--- src/rtl/serial_frame_feeder_pkg.sv ---
// ============================================================================
// serial_stream_pkg : shared types and helpers for the serial stream feeder
// Revision 1.0 - initial release
// ============================================================================
`default_nettype none

package serial_stream_pkg;

   typedef enum logic [1:0] {
      IDLE  = 2'd0,
      SHIFT = 2'd1,
      GAP   = 2'd2
   } ser_state_t;

   localparam logic DEFAULT_IDLE_LEVEL = 1'b0;

   // Position of the bit sent on serial slot 'count' of a word.
   function automatic int unsigned bit_index(input int unsigned count,
                                             input int unsigned width,
                                             input bit          msb_first);
      return msb_first ? (width - 1 - count) : count;
   endfunction

endpackage

`default_nettype wire

--- src/rtl/serial_frame_feeder_if.sv ---
// ============================================================================
// serial_frame_feeder_if : valid/ready word stream into the serial feeder
// Revision 1.0 - initial release
// ============================================================================
`default_nettype none

interface serial_frame_feeder_if #(
   parameter int WIDTH = 8
);
   logic             s_valid;
   logic             s_ready;
   logic [WIDTH-1:0] s_data;

   modport master (output s_valid, output s_data, input  s_ready);
   modport slave  (input  s_valid, input  s_data, output s_ready);
endinterface

`default_nettype wire

--- src/rtl/serial_frame_feeder.sv ---
// ============================================================================
// serial_frame_feeder : serialises handshaked words into a 1-bit/clock stream
// Revision 1.0 - initial release
// ============================================================================
`default_nettype none

module serial_frame_feeder
   import serial_stream_pkg::*;
#(
   parameter int   WIDTH      = 8,
   parameter bit   MSB_FIRST  = 1'b1,
   parameter int   GAP_CYCLES = 0,
   parameter logic IDLE_LEVEL = DEFAULT_IDLE_LEVEL,
   parameter int   CNT_W      = 16
) (
   input  logic                 clk,
   input  logic                 rst_n,
   serial_frame_feeder_if.slave s,
   output logic                 ser_out,
   output logic                 ser_active,
   output logic                 frame_start,
   output logic [CNT_W-1:0]     words_sent
);

   localparam int         CW       = $clog2(WIDTH);
   localparam logic [CW-1:0] BIT_LAST = CW'(WIDTH - 1);
   localparam logic [7:0] GAP_LAST = (GAP_CYCLES > 0) ? 8'(GAP_CYCLES - 1) : 8'd0;

   ser_state_t       r_state,     w_nxt_state;
   logic [CW-1:0]    r_bit_cnt,   w_nxt_cnt;
   logic [7:0]       r_gap_cnt,   w_nxt_gap;
   logic [WIDTH-1:0] r_word,      w_nxt_word;
   logic             r_hold_full, w_nxt_hold_full;
   logic [WIDTH-1:0] r_hold_data, w_nxt_hold_data;
   logic             w_accept, w_load_hold, w_load_in, w_done;
   logic [CW-1:0]    w_idx;
   logic             w_ser_out;

   assign s.s_ready = !r_hold_full;
   assign w_accept  = s.s_valid && !r_hold_full;

   always_comb begin
      w_nxt_state     = r_state;
      w_nxt_cnt       = r_bit_cnt;
      w_nxt_gap       = r_gap_cnt;
      w_nxt_word      = r_word;
      w_nxt_hold_full = r_hold_full;
      w_nxt_hold_data = r_hold_data;
      w_load_hold     = 1'b0;
      w_load_in       = 1'b0;
      w_done          = 1'b0;

      case (r_state)
         IDLE: begin
            if (r_hold_full)   w_load_hold = 1'b1;
            else if (w_accept) w_load_in   = 1'b1;
         end
         SHIFT: begin
            if (r_bit_cnt == BIT_LAST) begin
               w_done = 1'b1;
               if (GAP_CYCLES > 0) begin
                  w_nxt_state = GAP;
                  w_nxt_gap   = 8'd0;
               end else if (r_hold_full) begin
                  w_load_hold = 1'b1;
               end else if (w_accept) begin
                  w_load_in = 1'b1;
               end else begin
                  w_nxt_state = IDLE;
               end
            end else begin
               w_nxt_cnt = r_bit_cnt + CW'(1);
            end
         end
         GAP: begin
            if (r_gap_cnt == GAP_LAST) begin
               if (r_hold_full)   w_load_hold = 1'b1;
               else if (w_accept) w_load_in   = 1'b1;
               else               w_nxt_state = IDLE;
            end else begin
               w_nxt_gap = r_gap_cnt + 8'd1;
            end
         end
         default: w_nxt_state = IDLE;
      endcase

      if (w_load_hold || w_load_in) begin
         w_nxt_state = SHIFT;
         w_nxt_cnt   = '0;
         w_nxt_word  = w_load_hold ? r_hold_data : s.s_data;
      end
      if (w_load_hold) w_nxt_hold_full = 1'b0;
      // A handshake that did not go straight to the shifter parks in hold.
      if (w_accept && !w_load_in) begin
         w_nxt_hold_full = 1'b1;
         w_nxt_hold_data = s.s_data;
      end
   end

   // Outputs are registered copies of the next cycle's serial slot.
   assign w_idx     = CW'(bit_index(32'(w_nxt_cnt), WIDTH, MSB_FIRST));
   assign w_ser_out = (w_nxt_state == SHIFT) ? w_nxt_word[w_idx] : IDLE_LEVEL;

   always_ff @(posedge clk or negedge rst_n) begin
      if (!rst_n) begin
         r_state     <= IDLE;
         r_bit_cnt   <= '0;
         r_gap_cnt   <= '0;
         r_word      <= '0;
         r_hold_full <= 1'b0;
         r_hold_data <= '0;
         ser_out     <= IDLE_LEVEL;
         ser_active  <= 1'b0;
         frame_start <= 1'b0;
         words_sent  <= '0;
      end else begin
         r_state     <= w_nxt_state;
         r_bit_cnt   <= w_nxt_cnt;
         r_gap_cnt   <= w_nxt_gap;
         r_word      <= w_nxt_word;
         r_hold_full <= w_nxt_hold_full;
         r_hold_data <= w_nxt_hold_data;
         ser_out     <= w_ser_out;
         ser_active  <= (w_nxt_state == SHIFT);
         frame_start <= w_load_hold || w_load_in;
         if (w_done) words_sent <= words_sent + CNT_W'(1);
      end
   end

endmodule

`default_nettype wire

--- src/flat_wrapper.sv ---
// flat-port wrapper written by rule: the top's interface ports become plain ports
module serial_frame_feeder_flat import serial_stream_pkg::*;
#(
   parameter int   WIDTH      = 8,
   parameter bit   MSB_FIRST  = 1'b1,
   parameter int   GAP_CYCLES = 0,
   parameter logic IDLE_LEVEL = DEFAULT_IDLE_LEVEL,
   parameter int   CNT_W      = 16
)
  (clk, rst_n, ser_out, ser_active, frame_start, words_sent, s_s_valid, s_s_data, s_s_ready);
  serial_frame_feeder_if #(.WIDTH(WIDTH)) s_i ();
  input  logic clk;
  input  logic rst_n;
  output logic ser_out;
  output logic ser_active;
  output logic frame_start;
  output logic [CNT_W-1:0] words_sent;
  input wire logic [$bits(s_i.s_valid)-1:0] s_s_valid;
  input wire logic [$bits(s_i.s_data)-1:0] s_s_data;
  output wire logic [$bits(s_i.s_ready)-1:0] s_s_ready;
  assign s_i.s_valid = s_s_valid;
  assign s_i.s_data = s_s_data;
  assign s_s_ready = s_i.s_ready;
  serial_frame_feeder #(.WIDTH(WIDTH), .MSB_FIRST(MSB_FIRST), .GAP_CYCLES(GAP_CYCLES), .IDLE_LEVEL(IDLE_LEVEL), .CNT_W(CNT_W)) u_core (.clk(clk), .rst_n(rst_n), .s(s_i), .ser_out(ser_out), .ser_active(ser_active), .frame_start(frame_start), .words_sent(words_sent));
endmodule
--- config.mk ---
export PLATFORM = sky130hd
export DESIGN_NAME = serial_frame_feeder_flat
export DESIGN_NICKNAME = d
export VERILOG_FILES = /design/src/rtl/serial_frame_feeder_pkg.sv /design/src/rtl/serial_frame_feeder_if.sv /design/src/rtl/serial_frame_feeder.sv /design/src/flat_wrapper.sv
export SDC_FILE = /design/constraint.sdc
export NUM_CORES = 1
export LEC_CHECK = 0
export CAP_MARGIN = 20
export CORE_MARGIN = 10
export CORE_UTILIZATION = 51
export CTS_BUF_LIST = sky130_fd_sc_hd__clkbuf_4 sky130_fd_sc_hd__clkbuf_8
export DETAILED_ROUTE_END_ITERATION = 10
export GPL_TIMING_DRIVEN = 0
export PLACE_DENSITY = 0.89
export SETUP_SLACK_MARGIN = 0.15
export SLEW_MARGIN = 5
export SYNTH_ARGS = -nofsm -noshare
export SYNTH_HDL_FRONTEND = slang
export SYNTH_SLANG_ARGS = --single-unit
--- constraint.sdc ---
create_clock -name clk -period 2.25 [get_ports clk]
set_clock_uncertainty 0.15 [all_clocks]
set_input_delay 0.45 -clock clk [delete_from_list [all_inputs] [get_ports clk]]
set_output_delay 0.45 -clock clk [all_outputs]
set_load 0.01 [all_outputs]
**Yosys cells after proc, flatten, opt, wreduce, memory -nomap -nowiden**

Index checks and enable logic that the tools add are counted.
W data, S select, Z words.

- $add $sub $neg: 4
- Order comparisons: 1
- Equal/unequal tests: 4
- Mux-type cells: 27
- Bitwise gates (word level): 1
- Reduce and logical (&&, ||, !) cells: 9

Operator list:

| kind | number |
|---|---|
| $add A16 B1 Y16 const B | 1 |
| $mux W8 | 2 |
| $mux W1 | 13 |
| $mux W2 | 5 |
| $mux W3 | 3 |
| $add A8 B1 Y8 const B | 1 |
| $logic_not A8 Y1 | 1 |
| $pmux W1 S3 | 2 |
| $pmux W2 S3 | 1 |
| $eq A2 B1 Y1 const B | 2 |
| $lt A3 B4 Y1 const B | 1 |
| $add A3 B1 Y3 const B | 1 |
| $bmux W1 S3 | 1 |
| $eq A3 B3 Y1 const B | 1 |
| $sub A3 B3 Y3 const A | 1 |
| $eq A2 B2 Y1 const B | 1 |
| $logic_and A1 B1 Y1 | 2 |
| $logic_not A1 Y1 | 2 |
| $logic_not A2 Y1 | 1 |
| $reduce_and A2 Y1 | 1 |
| $reduce_bool A2 Y1 | 1 |
| $logic_or A1 B1 Y1 | 1 |
| $not A1 Y1 | 1 |

- Register bits: 49
- Bits of input ports: 11
- Output and inout port bits: 20

**Logic depth before layout (Yosys ltp)**

Gate-level depths: netlist of the first run.

- Depth after elaboration: 12
- Gate-level depth with buffers: 8

**Least setup slack after synthesis of the first run**

No wires, ideal clock.

- Kind: flip-flop to flip-flop
- Start point: register u_core.r_state[1]
- End point: register u_core.ser_out
- Setup time: 82 ps
- Data arrival time: 2049 ps
- Path slack: -32 ps
- Stages on the path, launching flop included: 8
- Path buffers: 0
- Clock period less this slack: 2282 ps
- Cell sequence: dfrtp_1 -> inv_1 -> ha_1 -> a21boi_4 -> nor3_2 -> a2111o_1 -> or4_1 -> o22ai_1

- Cells in the longest elaborated chain, start to end: 8

Ends and longest elaborated chain:

| element | RTL line | source |
|---|---|---|
| start: declaration | serial_frame_feeder.sv:29 | `ser_state_t r_state, w_nxt_state;` |
| start signal: assignment | serial_frame_feeder.sv:117 | `r_state <= w_nxt_state;` |
| $eq A2 B2 Y1, or another cell as far along | serial_frame_feeder.sv:53 | `case (r_state)` |
| $pmux W1 S3 | serial_frame_feeder.sv:53 |  |
| $logic_or A1 B1 Y1 | serial_frame_feeder.sv:87 | `if (w_load_hold \|\| w_load_in) begin` |
| $mux W3 | serial_frame_feeder.sv:87 |  |
| $sub A3 B3 Y3 | serial_frame_feeder_pkg.sv:21 | `return msb_first ? (width - 1 - count) : count;` |
| $bmux W1 S3 | serial_frame_feeder.sv:102 | `assign w_ser_out = (w_nxt_state == SHIFT) ? w_nxt_word[w_idx] : IDLE_LEVEL;` |
| $mux W1 (implied by the code) | serial_frame_feeder.sv:102 |  |
| $mux W1 * | serial_frame_feeder.sv:102 |  |
| net u_core.w_ser_out | serial_frame_feeder.sv:37 | `logic w_ser_out;` |
| end signal: assignment | serial_frame_feeder.sv:123 | `ser_out <= w_ser_out;` |
| end: declaration | serial_frame_feeder.sv:19 | `output logic ser_out,` |

The timed path passes the listed nets; every way through them passes the cells marked *. The select of a mux whose other input is x is not followed.
A chain may end at the register's enable or synchronous reset.

**Final worst setup path of the first run**

Ends and elaborated chain as after synthesis.

==> results.toml, run 1 <==
[worst_hold_path]
hold_depth = 1
holdCritPathClass = "reg2reg"

[setup_path]
rr_worst_depth = 8
arrival_ns = 2.34
critPathKind = "reg2reg"
critPathMaxFanout = 6
crit_slowest_cell = "or4_4"
crit_path_end_kind = "flop"
crit_path_start_kind = "flop"
critPathRequiredTime_ns = 2.32
cp_slowest_stage_delay_ns = 0.54
crit_chain = "inv_2 -> ha_4 -> nand3b_1 -> nor3_4 -> buf_6 -> o22a_4 -> or4_4 -> o22ai_2"

[grt]
antenna_found_initial = 0
gr-total-overflow = 0
grt_max_degree = 30
grt_pass1_wl_mm = 8.56
gr-usage-all-layers_pct = 13.6
first_global_vias = 1820

[power]
power_mw = 3.49
p_per_area_mw_per_mm2 = 1090
vdd_ir_drop_max_mv = 0.735
p_leak_nw = 1.44

[placement]
post_dp_cell_area_mm2 = 0.00274
dpl.hpwl_mm = 3.40
place_congestion = 0.808
portBuffers = 30

[sta]
period_needed_ns = 2.27
fin_crit_sh_pct = 101
setup_tns_ns = -0.0191
hold_ws_ns = 0.321
setup_viol = 1
worst_pin_slew_ns = 0.495
rsz0062_at_grt = "true"
report.final.slew_viol_count = 0
max_slew_margin_pct = 67.0
max_freq_mhz = 441
fin_ws_ns = -0.0191
hold_viol_final = 0

[detailed_routing]
first_pass_iters = 4
remaining_drc_errors = 0
drt_first_iter_violations = 93
wl_per_cell_um = 16.4
vias = 1757
routed_wl_mm = 5.09
ant_nets = 0
post_drt_via_cell_ratio = 5.65

[die]
die_h_um = 87.7
pin_count = 31
design.core.area_mm2 = 0.00438
die_x_um = 87.7
start_util_pct = 53.3
die_area_mm2 = 0.00768
rows = 24

[logic_synthesis]
synthTopCellsByArea = "dfrtp_1 (53%), xnor2_1 (7.1%), mux2_2 (4.3%)"
synth-seq-cells = 49
synth_warnings = 0
synth.avg_cell_area_um2 = 11.4
ys_async_sr_fraction_pct = 100
syn_area_mm2 = 0.00233
yosysTopAreaCellShare_pct = 52.5
synth_flop_cell = "dfrtp_1"
synth_top_area_cell = "dfrtp_1"
seq_area_frac_synth_pct = 52.5
synth_cell_types = 42
synthCells = 205
synth_nets = 224
synth-edff-count = 0

[clock_network]
cts_buffers = 5
cts_tree = "yes"
clkTransAtPathRegs_ns = 0.08
clkSinkCount = 49
clk_latency_ns = 0.30
htreeDepth = 2
root_buffer = "clkbuf_8"
clock_path_buffers = 2

[final_layout]
fillers = 287
final_common_cell = "dfrtp_1"
design_area_mm2 = 0.00320
nets = 277
final_cell_mix = "dfrtp_1 (47), clkdlybuf4s50_1 (29), xnor2_1 (19)"
drive_gt1_share_pct = 29.7
diodes = 0
syn2layout_area_growth_pct = 37.0

[status]
violations = "setup timing"
outcome = "finished, violations left"

[run]
drv_cap = 0
-- final cells by class --
| class | instances | area, um^2 | area share (%) |
|---|---|---|---|
| multi-input cells | 143 | 1260 | 39.4 |
| flip-flops and latches | 49 | 1230 | 38.4 |
| repair buffers | 47 | 468 | 14.6 |
| clock buffers | 7 | 96.3 | 3.01 |
| well taps | 52 | 65.1 | 2.03 |
| plain buffers | 4 | 41.3 | 1.29 |
| inverters | 8 | 32.5 | 1.02 |
| clock inverters | 1 | 5.00 | 0.156 |
-- synth_stat cells, types with 2 or more instances --
| master | count |
|---|---|
| or3_1 | 2 |
| nor3_2 | 2 |
| and3_1 | 7 |
| o21ai_0 | 5 |
| xnor2_1 | 19 |
| clkbuf_1 | 2 |
| mux2_2 | 9 |
| o21a_1 | 2 |
| a21oi_1 | 10 |
| nand4_1 | 5 |
| mux2i_1 | 10 |
| xor2_1 | 4 |
| ha_1 | 8 |
| buf_2 | 3 |
| nand2_1 | 14 |
| nand3_1 | 5 |
| inv_1 | 8 |
| o22ai_1 | 3 |
| nor2_1 | 16 |
| dfrtp_1 | 49 |
-- where the power goes --
| group | internal, mW | total (mW) | switching (mW) | leakage (nW) |
|---|---|---|---|---|
| clock network | 0.278 | 0.557 | 0.279 | 0.0542 |
| registers | 1.13 | 1.31 | 0.187 | 0.622 |
| logic | 0.877 | 1.62 | 0.739 | 0.766 |
-- final timing paths --
path	from	to	slack, ns
setup reg to reg	u_core.r_state[1]$_DFF_PN0_	u_core.ser_out$_DFF_PN0_	-0.02
min in group asynchronous	rst_n	u_core.r_gap_cnt[4]$_DFFE_PN0P_	0.49
hold reg to reg	u_core.words_sent[15]$_DFFE_PN0P_	u_core.words_sent[15]$_DFFE_PN0P_	0.32
setup / recovery	u_core.r_state[1]$_DFF_PN0_	u_core.ser_out$_DFF_PN0_	-0.02
max in group asynchronous	rst_n	u_core.words_sent[9]$_DFFE_PN0P_	0.94
hold / removal	u_core.words_sent[15]$_DFFE_PN0P_	u_core.words_sent[15]$_DFFE_PN0P_	0.32
-- sequential cells by signal, summed over array words and instances (netlist names) --
name / flops
u_core.r_hold_data: 8
u_core.ser_active: 1
u_core.r_word: 8
u_core.r_gap_cnt: 8
u_core.frame_start: 1
u_core.r_state: 2
u_core.r_hold_full: 1
u_core.r_bit_cnt: 3
u_core.ser_out: 1
u_core.words_sent: 16
-- routing by layer --
metal / up-vias / wire (um) / global-route usage, %
li1: 819 / - / -
met1: 887 / 2130 / 15.9
met2: 45 / 2580 / 22.9
met3: 6 / 300 / 4.83
met4: 0 / 72 / 3.91
met5: - / 0 / 0
-- repair_timing --
item / 4_1_cts / 5_1_grt
pin swaps: 14 / 5
resized for setup: 55 / 7
gates cloned: 2 / 0
setup buffers: 10 / 3
hold endpoints to repair: 20 / 0
setup endpoints to repair: 32 / 33
hold buffers: 1 / 0
-- metrics by stage --
| step | util, % | worst slack [ns] | std cells |
|---|---|---|---|
| final | 72.9 | -0.0191 | 311 |
| after global routing | 72.9 | -0.0708 | 311 |
| after CTS | 71.9 | -0.00465 | 309 |
| after detailed placement | 62.6 | -0.210 | 288 |
| after global placement | 62.2 | -0.742 | 287 |
| after floorplan | - | 0.155 | 205 |
-- worst max-delay path: cells and delay by family, from the launching register on --
kind,cells,cell delay (ns)
AOI/OAI and AO/OA,2,0.40
buffers and inverters,2,0.26
and+or+nand+nor,3,0.74
adders and majority gates,1,0.21
DFF,1,0.42
-- cell families (layout without fill, tap and decap cells) --
group | count (synthesis) | in the layout | synth area share (%)
buffers and inverters | 13 | 67 | 2.25
and+or+nand+nor | 62 | 62 | 14.0
xor gates and xnor gates | 23 | 23 | 8.63
AOI/OAI and AO/OA | 30 | 30 | 8.68
adders and majority gates | 8 | 8 | 4.29
muxes | 20 | 20 | 9.59
DFF | 49 | 49 | 52.5
Power figures use the tool's default switching activity.
==> inputs of run 2 (changes only) <==
Settings changed: CORE_UTILIZATION 51 to 61, PLACE_DENSITY 0.89 to 0.95, REMOVE_ABC_BUFFERS from default to 1.
Clock period 2.25 ns to 2.65 ns, I/O delays scaled along.
==> run 2 against run 1 <==
The flow now finishes without violations. Clock power is 8.8% lower. Worst setup slack improved by 0.24 ns. Final cell count down 6.1%. Die area is 13% lower. First-iteration DRC count increased by 28%. Sequential power fell by 14%. Sequential share of layout area is 4.1 points higher. Largest power group is now sequential cells.
==> results.toml, run 2 (synthesis gave the netlist of run 1 again) <==
[sta]
hold_ws_ns = 0.334
hold_viol_final = 0
fin_ws_ns = 0.225
max_freq_mhz = 412
setup_viol = 0
period_needed_ns = 2.42
setup_tns_ns = 0
fin_crit_sh_pct = 91.5
worst_pin_slew_ns = 0.523
rsz0062_at_grt = "false"
max_slew_margin_pct = 65.1
report.final.slew_viol_count = 0

[final_layout]
fin_cells = 292
design_area_mm2 = 0.00289
regArea_mm2 = 0.00123
diodes = 0
fin_util_pct = 78.3
drive_gt1_share_pct = 15.6
largest_reg_flops = 16
top_register = "u_core.words_sent"
nets = 263
final_cell_mix = "dfrtp_1 (47), clkdlybuf4s50_1 (29), xnor2_1 (19)"
multi_input_area_mm2 = 0.00111
final_common_cell = "dfrtp_1"
fillers = 233
syn2layout_area_growth_pct = 23.7

[detailed_routing]
remaining_drc_errors = 0
ant_nets = 0
wl_per_cell_um = 16.8
post_drt_via_cell_ratio = 5.96
first_pass_iters = 4
routed_wl_mm = 4.92
drt_first_iter_violations = 119
vias = 1741

[status]
outcome = "complete, no violations"

[clock_network]
htreeDepth = 2
clkSinkCount = 49
clk_latency_ns = 0.30
cts_tree = "yes"
root_buffer = "clkbuf_8"
clock_path_buffers = 2
cts_buffers = 5
clkTransAtPathRegs_ns = 0.08

[die]
design.core.area_mm2 = 0.00369
die_x_um = 81.9
rows = 22
pin_count = 31
die_area_mm2 = 0.00670
start_util_pct = 63.3
die_h_um = 81.9

[power]
power_mw = 2.66
vdd_ir_drop_max_mv = 0.652
p_per_area_mw_per_mm2 = 921
p_leak_nw = 1.32

[placement]
place_ws_ns = -0.0702
place_congestion = 0.854
placed_cells = 279
dpl.hpwl_mm = 3.33
portBuffers = 30
post_dp_cell_area_mm2 = 0.00269

[grt]
first_global_vias = 1758
grt_pass1_wl_mm = 7.60
gr-usage-all-layers_pct = 14.3
antenna_found_initial = 0
gr-total-overflow = 0
grt_max_degree = 39

[setup_path]
critPathRequiredTime_ns = 2.72
critPathKind = "in2reg"
crit_path_end_kind = "flop"
critPathMaxFanout = 5
arrival_ns = 2.50
crit_path_start_kind = "input pin"

[worst_hold_path]
holdCritPathClass = "reg2reg"

[run]
drv_cap = 0
[run 2: area by class of cell]
class                   instances  share of cell area, %
flip-flops and latches         49                   42.5
multi-input cells             144                   38.5
repair buffers                 36                   12.3
clock buffers                   5                   2.38
well taps                      48                   2.08
clock inverters                 2                   1.21
inverters                       8                   1.04
[run 2: worst max-delay path: stages]
cell and delay [ns]:
clkdlybuf4s50_1 0.60, o22a_2 0.19, nor3_2 0.05, a2111o_1 0.42, or4_1 0.53, o22ai_2 0.17
[run 2: repair_timing]
action,4_1_cts,5_1_grt
gates resized for setup,2,9
setup endpoints to repair,23,9
gates cloned,0,1
pin swaps,0,1
hold endpoints to repair,11,0
buffers inserted,1,3
hold buffers,1,0
[run 2: path summary, 6_finish.rpt]
kind / from / end / slack, ns / depth (start not counted)
min in group asynchronous: rst_n / u_core.words_sent[13]$_DFFE_PN0P_ / 0.48 / 2
worst min-delay path: u_core.words_sent[15]$_DFFE_PN0P_ / u_core.words_sent[15]$_DFFE_PN0P_ / 0.33 / 1
max in group asynchronous: rst_n / u_core.r_bit_cnt[0]$_DFF_PN0_ / 1.38 / 3
worst max register to register: u_core.r_state[1]$_DFF_PN0_ / u_core.ser_out$_DFF_PN0_ / 0.23 / 7
worst max-delay path: s_s_valid / u_core.ser_out$_DFF_PN0_ / 0.23 / 6
worst min register to register: u_core.words_sent[15]$_DFFE_PN0P_ / u_core.words_sent[15]$_DFFE_PN0P_ / 0.33 / 1
[run 2: power by group]
group	switching [mW]	total (mW)	internal [mW]	leakage, nW
sequential	0.171	1.13	0.954	0.620
combinational	0.499	1.03	0.529	0.644
clock	0.233	0.508	0.274	0.0540
[run 2: per-layer routing]
metal | wire length (um) | vias to the layer above | track usage, %
li1 | - | 798 | -
met1 | 1940 | 858 | 15.8
met2 | 2510 | 70 | 24.9
met3 | 357 | 15 | 4.26
met4 | 115 | 0 | 6.63
met5 | 0 | - | 0
